--- src/rtl/io_port_hub_pkg.sv ---
// Shared constants and helpers for io_port_hub.
// Default parameter values, channel-select width and status/error bit mapping.
// Pure definitions only; no logic and no flow control.
package io_port_hub_pkg;

    localparam int DEF_DATA_W     = 32;
    localparam int DEF_NUM_CH     = 2;
    localparam int DEF_FIFO_DEPTH = 4;

    // Width of the CPU channel select; a single channel still gets a 1-bit select.
    function automatic int ch_sel_w(input int num_ch);
        return (num_ch > 1) ? $clog2(num_ch) : 1;
    endfunction

    // Status and error vectors interleave input/output per channel:
    // even bit = input-side flag, odd bit = output-side flag.
    function automatic int in_bit_idx(input int ch);
        return 2 * ch;
    endfunction

    function automatic int out_bit_idx(input int ch);
        return 2 * ch + 1;
    endfunction

endpackage

--- src/rtl/io_fifo.sv ---
// Synchronous show-ahead FIFO: head is the oldest word, forced to 0 when empty.
// Latency: a word pushed at edge N is visible on head after edge N.
// Backpressure: push ignored while full, pop ignored while empty; both sampled before the edge.
//
// Ports: clk, reset (async active-low), push/push_data, pop, head, full, empty.
module io_fifo #(
    parameter int DATA_W     = 32,
    parameter int FIFO_DEPTH = 4
) (
    input  logic              clk,
    input  logic              reset,
    input  logic              push,
    input  logic [DATA_W-1:0] push_data,
    input  logic              pop,
    output logic [DATA_W-1:0] head,
    output logic              full,
    output logic              empty
);

    localparam int AW = $clog2(FIFO_DEPTH);

    // One extra MSB on each pointer separates full (MSBs differ) from empty (MSBs equal).
    logic [AW:0]       wr_ptr;
    logic [AW:0]       rd_ptr;
    logic [DATA_W-1:0] mem [FIFO_DEPTH];
    logic              do_push;
    logic              do_pop;

    assign empty   = (wr_ptr == rd_ptr);
    assign full    = (wr_ptr[AW] != rd_ptr[AW]) && (wr_ptr[AW-1:0] == rd_ptr[AW-1:0]);
    assign do_push = push && !full;
    assign do_pop  = pop && !empty;
    assign head    = empty ? '0 : mem[rd_ptr[AW-1:0]];

    always_ff @(posedge clk or negedge reset) begin
        if (!reset) begin
            wr_ptr <= '0;
            rd_ptr <= '0;
        end else begin
            if (do_push) begin
                wr_ptr <= wr_ptr + {{AW{1'b0}}, 1'b1};
            end
            if (do_pop) begin
                rd_ptr <= rd_ptr + {{AW{1'b0}}, 1'b1};
            end
        end
    end

    // Storage needs no reset: empty pointers mask stale contents from head.
    always_ff @(posedge clk) begin
        if (do_push) begin
            mem[wr_ptr[AW-1:0]] <= push_data;
        end
    end

endmodule

--- src/rtl/io_port_hub.sv ---
// Multi-channel CPU I/O port hub: NUM_CH input FIFOs and NUM_CH output FIFOs.
// Latency: 1 cycle ext-in -> out_inport_data, 1 cycle CPU write -> ext_out_valid.
// Backpressure: ext_in_ready = input FIFO not full; CPU pops/pushes on empty/full are dropped and flagged.
//
// Ports: clk, reset (async active-low); CPU side in_port_sel, in_inport_read, in_outport_write,
// in_bus, in_clear_err, out_inport_data, out_status, out_err; external side ext_in_* and ext_out_*
// (channel i at bits [i*DATA_W +: DATA_W]).
// Build option IO_PORT_HUB_IRQ_EN adds in_irq_mask and a registered out_irq.
module io_port_hub
    import io_port_hub_pkg::*;
#(
    parameter  int DATA_W     = DEF_DATA_W,
    parameter  int NUM_CH     = DEF_NUM_CH,
    parameter  int FIFO_DEPTH = DEF_FIFO_DEPTH,
    localparam int CH_SEL_W   = ch_sel_w(NUM_CH)
) (
    input  logic                     clk,
    input  logic                     reset,
    input  logic [CH_SEL_W-1:0]      in_port_sel,
    input  logic                     in_inport_read,
    input  logic                     in_outport_write,
    input  logic [DATA_W-1:0]        in_bus,
    input  logic                     in_clear_err,
    output logic [DATA_W-1:0]        out_inport_data,
    output logic [2*NUM_CH-1:0]      out_status,
    output logic [2*NUM_CH-1:0]      out_err,
`ifdef IO_PORT_HUB_IRQ_EN
    input  logic [NUM_CH-1:0]        in_irq_mask,
    output logic                     out_irq,
`endif
    input  logic [NUM_CH*DATA_W-1:0] ext_in_data,
    input  logic [NUM_CH-1:0]        ext_in_valid,
    output logic [NUM_CH-1:0]        ext_in_ready,
    output logic [NUM_CH*DATA_W-1:0] ext_out_data,
    output logic [NUM_CH-1:0]        ext_out_valid,
    input  logic [NUM_CH-1:0]        ext_out_ready
);

    logic                sel_ok;
    logic [DATA_W-1:0]   in_head [NUM_CH];
    logic [NUM_CH-1:0]   in_full;
    logic [NUM_CH-1:0]   in_empty;
    logic [NUM_CH-1:0]   out_full;
    logic [NUM_CH-1:0]   out_empty;
    logic [2*NUM_CH-1:0] err_evt;
    logic [2*NUM_CH-1:0] err_q;

    // Out-of-range selects (possible when NUM_CH is not a power of two) are inert.
    assign sel_ok = (int'(in_port_sel) < NUM_CH);

    for (genvar ch = 0; ch < NUM_CH; ch++) begin : g_ch
        logic sel_hit;
        assign sel_hit = sel_ok && (int'(in_port_sel) == ch);

        io_fifo #(
            .DATA_W     (DATA_W),
            .FIFO_DEPTH (FIFO_DEPTH)
        ) u_in_fifo (
            .clk       (clk),
            .reset     (reset),
            .push      (ext_in_valid[ch]),
            .push_data (ext_in_data[ch*DATA_W +: DATA_W]),
            .pop       (in_inport_read && sel_hit),
            .head      (in_head[ch]),
            .full      (in_full[ch]),
            .empty     (in_empty[ch])
        );

        io_fifo #(
            .DATA_W     (DATA_W),
            .FIFO_DEPTH (FIFO_DEPTH)
        ) u_out_fifo (
            .clk       (clk),
            .reset     (reset),
            .push      (in_outport_write && sel_hit),
            .push_data (in_bus),
            .pop       (ext_out_ready[ch]),
            .head      (ext_out_data[ch*DATA_W +: DATA_W]),
            .full      (out_full[ch]),
            .empty     (out_empty[ch])
        );

        assign out_status[in_bit_idx(ch)]  = !in_empty[ch];
        assign out_status[out_bit_idx(ch)] = out_full[ch];
        assign err_evt[in_bit_idx(ch)]     = in_inport_read && sel_hit && in_empty[ch];
        assign err_evt[out_bit_idx(ch)]    = in_outport_write && sel_hit && out_full[ch];
    end

    assign ext_in_ready  = ~in_full;
    assign ext_out_valid = ~out_empty;
    assign out_err       = err_q;

    // Show-ahead read mux; FIFO heads are already zero when empty.
    always_comb begin
        out_inport_data = '0;
        for (int i = 0; i < NUM_CH; i++) begin
            if (sel_ok && (int'(in_port_sel) == i)) begin
                out_inport_data = in_head[i];
            end
        end
    end

    // Sticky errors: a new event in the clearing cycle survives the clear.
    always_ff @(posedge clk or negedge reset) begin
        if (!reset) begin
            err_q <= '0;
        end else begin
            err_q <= (in_clear_err ? '0 : err_q) | err_evt;
        end
    end

`ifdef IO_PORT_HUB_IRQ_EN
    always_ff @(posedge clk or negedge reset) begin
        if (!reset) begin
            out_irq <= 1'b0;
        end else begin
            out_irq <= (|(~in_empty & in_irq_mask)) || (|err_q);
        end
    end
`endif

endmodule

--- config.mk ---
export PLATFORM = sky130hd
export DESIGN_NAME = io_port_hub
export DESIGN_NICKNAME = d
export VERILOG_FILES = /design/src/rtl/io_port_hub_pkg.sv /design/src/rtl/io_fifo.sv /design/src/rtl/io_port_hub.sv
export SDC_FILE = /design/constraint.sdc
export NUM_CORES = 1
export LEC_CHECK = 0
export ABC_AREA = 1
export BUFFER_PORTS_ARGS = -buffer_cell sky130_fd_sc_hd__buf_2
export CORE_MARGIN = 2
export CORE_UTILIZATION = 36
export DETAILED_ROUTE_END_ITERATION = 8
export HOLD_SLACK_MARGIN = 0.12
export PLACE_DENSITY = 0.49
export SYNTH_ARGS = -nofsm -noshare
export SYNTH_HDL_FRONTEND = slang
export SYNTH_SLANG_ARGS = --single-unit
--- constraint.sdc ---
create_clock -name clk -period 5 [get_ports clk]
set_input_delay 1.25 -clock clk [delete_from_list [all_inputs] [get_ports clk]]
set_output_delay 1.25 -clock clk [all_outputs]
set_load 0.02 [all_outputs]
# --- Word-level counts from Yosys, hierarchy flattened ---
# Memory sizes are Yosys's and may differ from the RTL's.
# Index checks and enable logic that the tools add are counted.
totals:
  wordCells: 79
  output_inout_bits: 108
  register_bits: 28
  ram_bits: 512
  in_bits: 106
  memories: 4
classes:
  n_bitwise: 4
  eq_ne: 12
  muxes: 14
  reduce_logical: 28
  add_sub_neg: 8
memory_table:
  columns: ["name", "depth", "width", "rd", "rd_ports_with_merged_regs", "wr", "line", "source"]
  rows:
  - ["g_ch[0].u_in_fifo.mem", 4, 32, 1, 0, 1, "io_fifo.sv:25", "logic [DATA_W-1:0] mem [FIFO_DEPTH];"]
  - ["g_ch[0].u_out_fifo.mem", 4, 32, 1, 0, 1, "io_fifo.sv:25", null]
  - ["g_ch[1].u_in_fifo.mem", 4, 32, 1, 0, 1, "io_fifo.sv:25", null]
  - ["g_ch[1].u_out_fifo.mem", 4, 32, 1, 0, 1, "io_fifo.sv:25", null]
ops:
  columns: ["op", "n"]
  rows:
  - ["$mux W32", 5]
  - ["$add A3 B1 Y3 const B", 8]
  - ["$logic_and A1 B1 Y1", 20]
  - ["$eq A3 B3 Y1", 4]
  - ["$eq A2 B2 Y1", 4]
  - ["$logic_not A1 Y1", 8]
  - ["$mux W1", 8]
  - ["$mux W4", 1]
  - ["$ne A1 B1 Y1", 4]
  - ["$not A2 Y2", 2]
  - ["$or A4 B4 Y4", 1]
  - ["$not A1 Y1", 1]

# --- Depth between registers and ports, before layout ---
depth:
  depth_word: 6
  mapped_depth: 9
  ltp_nobuf: 7

# --- Hierarchy ---
# From an unflattened synthesis, not the netlist that was laid out.
hier_totals:
  hier_cells: 2023
  area_unflattened_um2: 22816.9
modules_own_cells:
  columns: ["mod", "cells_per_inst", "seq_area_each_um2", "n_inst", "area_each_um2"]
  rows:
  - ["io_fifo", 472, 3993.8, 4, 5549.1]
  - ["io_port_hub", 135, 100.1, 1, 620.6]

# --- Worst setup path after synthesis ---
# OpenSTA, ideal clock, no wires.
synth_timing:
  path_type: "input port to flip-flop"
  from: "input port in_port_sel"
  to: "memory g_ch[0].u_out_fifo.mem[0][0], enable pin"
  arrival_time_ns: 3.114
  path_buffers: 1
  setup_time_ns: 0.421
  setup_slack_ns: 1.465
  required_ns: 4.579
  cell_stages: 6
  path_cell_list: "buf_2 clkinv_1 nand2_1 inv_1 nand2_2 nor2_1"
synth_via:
  elab_chain_cells: 5
synth_rtl:
  columns: ["item", "line", "source"]
  rows:
  - ["start, declared", "io_port_hub.sv:19", "input logic [CH_SEL_W-1:0] in_port_sel,"]
  - ["$not A1 Y1", null, null]
  - ["$logic_and A1 B1 Y1", "io_port_hub.sv:75", ".push (in_outport_write && sel_hit),"]
  - ["$logic_and A1 B1 Y1", "io_fifo.sv:31", "assign do_push = push && !full;"]
  - ["$mux W1", "io_fifo.sv:51", "if (do_push) begin"]
  - ["$mux W1 (not written as such)", "io_fifo.sv:52", "mem[wr_ptr[AW-1:0]] <= push_data;"]
  - ["end, declared", "io_fifo.sv:25", null]
# No other way between the ends.

# --- Worst setup path after layout ---
layout_timing:
  from: "register g_ch[1].u_in_fifo.rd_ptr[0]"
  to: "output port out_inport_data[0]"
layout_via:
  elab_chain_cells: 3
  word_cells_on_any_way: 4
  classes_between: "eq/ne: 1; mux: 2; memory: 1"
layout_rtl:
  columns: ["item", "line", "source"]
  rows:
  - ["start, declared", "io_fifo.sv:24", "logic [AW:0] rd_ptr;"]
  - ["start signal, assigned", "io_fifo.sv:44", "rd_ptr <= rd_ptr + {{AW{1'b0}}, 1'b1};"]
  - ["$mem_v2 Z4 W32 / $eq A3 B3 Y1 (equally long branches)", null, null]
  - ["$mux W32 *", "io_fifo.sv:33", "assign head = empty ? '0 : mem[rd_ptr[AW-1:0]];"]
  - ["$mux W32 *", "io_port_hub.sv:97", "if (sel_ok && (int'(in_port_sel) == i)) begin"]
  - ["end, declared", "io_port_hub.sv:24", "output logic [DATA_W-1:0] out_inport_data,"]
# Every way passes the cells marked *; elsewhere a longest branch is shown, timed or not.

==> metrics <==
hold_sp=g_ch[1].u_out_fifo.wr_ptr[2]; fin crit share=89.3%; commonest cells in the netlist=nand2_1, edfxtp_1, inv_1, nand3_1, nor2_1; WHS Endpoint=g_ch[1].u_out_fifo.wr_ptr[2]; net switching power=7.02 mW; TritonCTS Buffers=59; Mapped Nets=2328; Detailed Place HPWL=around 38000 um; Tot Pwr=17.1 mW; hold buffers post-CTS=0; Tot GR Track Use=17.7%; Post-Synthesis Cells=~2200; CP Max Fanout=38; crit path DAT=3.21 ns; Synth Flop Type=edfxtp_1; H-Tree Depth=2; WHS Path Cells=2; row count=between 90 and 100; slew of the pin with the lowest slew margin=~0.89 ns; Net Sw Frac=41.0%; Post-CTS Setup Bufs=0; max cap viols=0; Hold Vio Cnt, Final=0; Yosys reg bits=540; initial antenna violation count=10; Layout Cells excl Fill=roughly 3300; CTS tree=yes; TritonCTS Sinks=540; clock buffer depth=3; initial core utilization=36.4%; Synth area leader=edfxtp_1; Port Buffers=213; Post-synth ARST share=5.19%; Syn Area/Cell=10.6 um2; RSZ-0062 raised after global routing=false; Reg power frac=35.6%; FILL cells=6137; share of layout cells above drive strength 1=15.2%; Setup crit start kind=flop; largest net degree at the start of global routing=68; relative slew slack=between 40% and 50%; Synth cell types=22; synthesis-to-finish area growth=15.9%; post-synthesis cell area=23400 um2; number of enable flip-flop cells after synthesis=slightly above 500; FMAX=0.224 GHz; Clock Pin Slew Worst Setup and Hold Paths=0.06 ns; Seq/Total Area, Yosys=between 60% and 70%; routed vias/inst=4.66; PwrDens=approximately 630 nW/um2; clock skew=0.0276 ns; Synth area leaders=edfxtp_1, nand2_1, inv_1; vias in the first global route=15000; global route overflow=0; Layout Utilization=between 40% and 50%; Peak VDD IR=0.316 mV; pre-CTS setup slack=~1.1 ns; cell area after layout=~27000 um2; logic gate share of total power=39.3%; placed instance area=25200 um2; Final nets=about 2500; CTS-repair resized insts=0; Hold WC Path Type=reg -> reg; worst flop-to-flop path startpoint=g_ch[1].u_in_fifo.rd_ptr[0]; DRC errors left=0; Worst EP required=~3.8 ns; first-pass GRT wire length=90400 um; reg-to-reg slack, setup=1.94 ns; TNS Setup=0 ns; GPL Wtd Cong=roughly 0.87; I/O pin count=214; Detailed Route Iter0 Violations=1024; core box area=~64000 um2; Final WS setup=0.537 ns; 1st-pass router iterations=5; total wire length=59800 um; outcome=completed; Finish-stage setup viols=0; Die H=259 um; Avg WL per Cell=18.1 um; clk_lat worst skew=a little over 0.6 ns; clock share of power=between 20% and 30%; clock root buffer=clkbuf_16; yosys warns=0; Pins Over Slew Limit=0; Reg2Reg Depth=7; Hold Slack=0.520 ns; antenna viol nets, final=0; Pleak=between 10 and 15 nW; min Tclk post-route=4.46 ns; Internal Power=10.1 mW; count leader, synth=nand2_1; RR Endpoint=g_ch[1].u_in_fifo.mem[2][25]; dpl cells=3191; Die X=~260 um; Vias=15400; post-synth top area share=65.7%; WS Path Type=reg -> out; die area=67100 um2; Worst Setup End Kind=output pin
## power by group through the flow
stage | Combinational [mW] | Sequential, mW | Clock [mW]
global route | 7.45 | 6.16 | 4.59
floorplan | 4.58 | 6.07 | 0
finish | 6.72 | 6.09 | 4.30
CTS | 6.86 | 6.10 | 4.43
detailed placement | 6.84 | 6.19 | 0
global placement | 6.81 | 6.17 | 0
## state kept, by name (all words and copies together) (netlist names)
name,flops
g_ch.u_in_fifo.mem,256
out_err,4
g_ch.u_in_fifo.wr_ptr,6
g_ch.u_out_fifo.rd_ptr,6
g_ch.u_out_fifo.mem,256
g_ch.u_in_fifo.rd_ptr,6
g_ch.u_out_fifo.wr_ptr,6
## how the worst max path moves through the flow
| stage | from | end | slack, ns | cells past startpoint |
|---|---|---|---|---|
| 2_1_floorplan | in_port_sel | g_ch[0].u_out_fifo.mem[0][0] | 1.47 | 6 |
| 3_3_place_gp | in_port_sel | g_ch[0].u_out_fifo.mem[1][30] | 1.20 | 7 |
| 3_5_place_dp | in_port_sel | g_ch[0].u_out_fifo.mem[1][30] | 1.12 | 7 |
| 4_1_cts | g_ch[1].u_in_fifo.rd_ptr[0] | out_inport_data[5] | 0.51 | 7 |
| 5_1_grt | g_ch[1].u_in_fifo.rd_ptr[0] | out_inport_data[5] | 0.31 | 7 |
| 6_report | g_ch[1].u_in_fifo.rd_ptr[0] | out_inport_data[0] | 0.54 | 7 |
## worst max-delay path, cell delays in order, from the launching register on
cell	delay, ns
dfrtp_2	0.58
inv_2	0.52
nand2_1	0.10
nand2_1	0.13
nand3_2	0.67
nand3_1	0.32
nand2_1	0.08
buf_2	0.16
## layout make-up
cell class | instances | area (um2) | area share (%)
Clock inverter | 39 | 377 | 1.39
Tap cell | 855 | 1070 | 3.94
Inverter | 375 | 1410 | 5.21
Antenna cell | 3 | 7.51 | 0.0277
Clock buffer | 70 | 1540 | 5.67
Multi-Input combinational cell | 1180 | 5350 | 19.7
Timing Repair Buffer | 241 | 1290 | 4.75
Sequential cell | 540 | 16100 | 59.3
## per-layer routing
layer	vias up	share of wire, %	track usage [%]
met1	7403	44	22.6
met3	89	5.1	3.72
met2	336	49	30.4
met4	14	2.3	4.85
li1	7558	-	-
met5	-	0.16	0
## kinds of logic (layout without fill, tap and decap cells)
kind of cell / Yosys count / after routing / share of synthesized area [%]
AND/OR/NAND/NOR: 960 / 960 / 17.1
flip-flops: 540 / 540 / 68.7
buffers and inverters: 482 / 725 / 8.81
AO/OA/AOI/OAI: 196 / 196 / 4.21
adder cells (fa/ha/maj): 20 / 20 / 1.07
XOR/XNOR: 4 / 4 / 0.150
other: 0 / 3 / 0
## cell usage in the layout, fill, tap and decap left out, types with 16 or more instances in the layout
master / synthesis / layout
nand2_1: 524 / 524
edfxtp_1: 512 / 512
inv_1: 368 / 367
buf_2: 48 / 213
nand3_1: 206 / 206
nor2_1: 206 / 194
o21ai_0: 148 / 148
clkbuf_16: 0 / 60
o21ai_1: 44 / 44
buf_4: 10 / 27
dfrtp_1: 28 / 22
ha_1: 20 / 20
clkinv_1: 1 / 18
nand3_2: 16 / 16
Note: power is estimated with default switching activity, not from simulation.
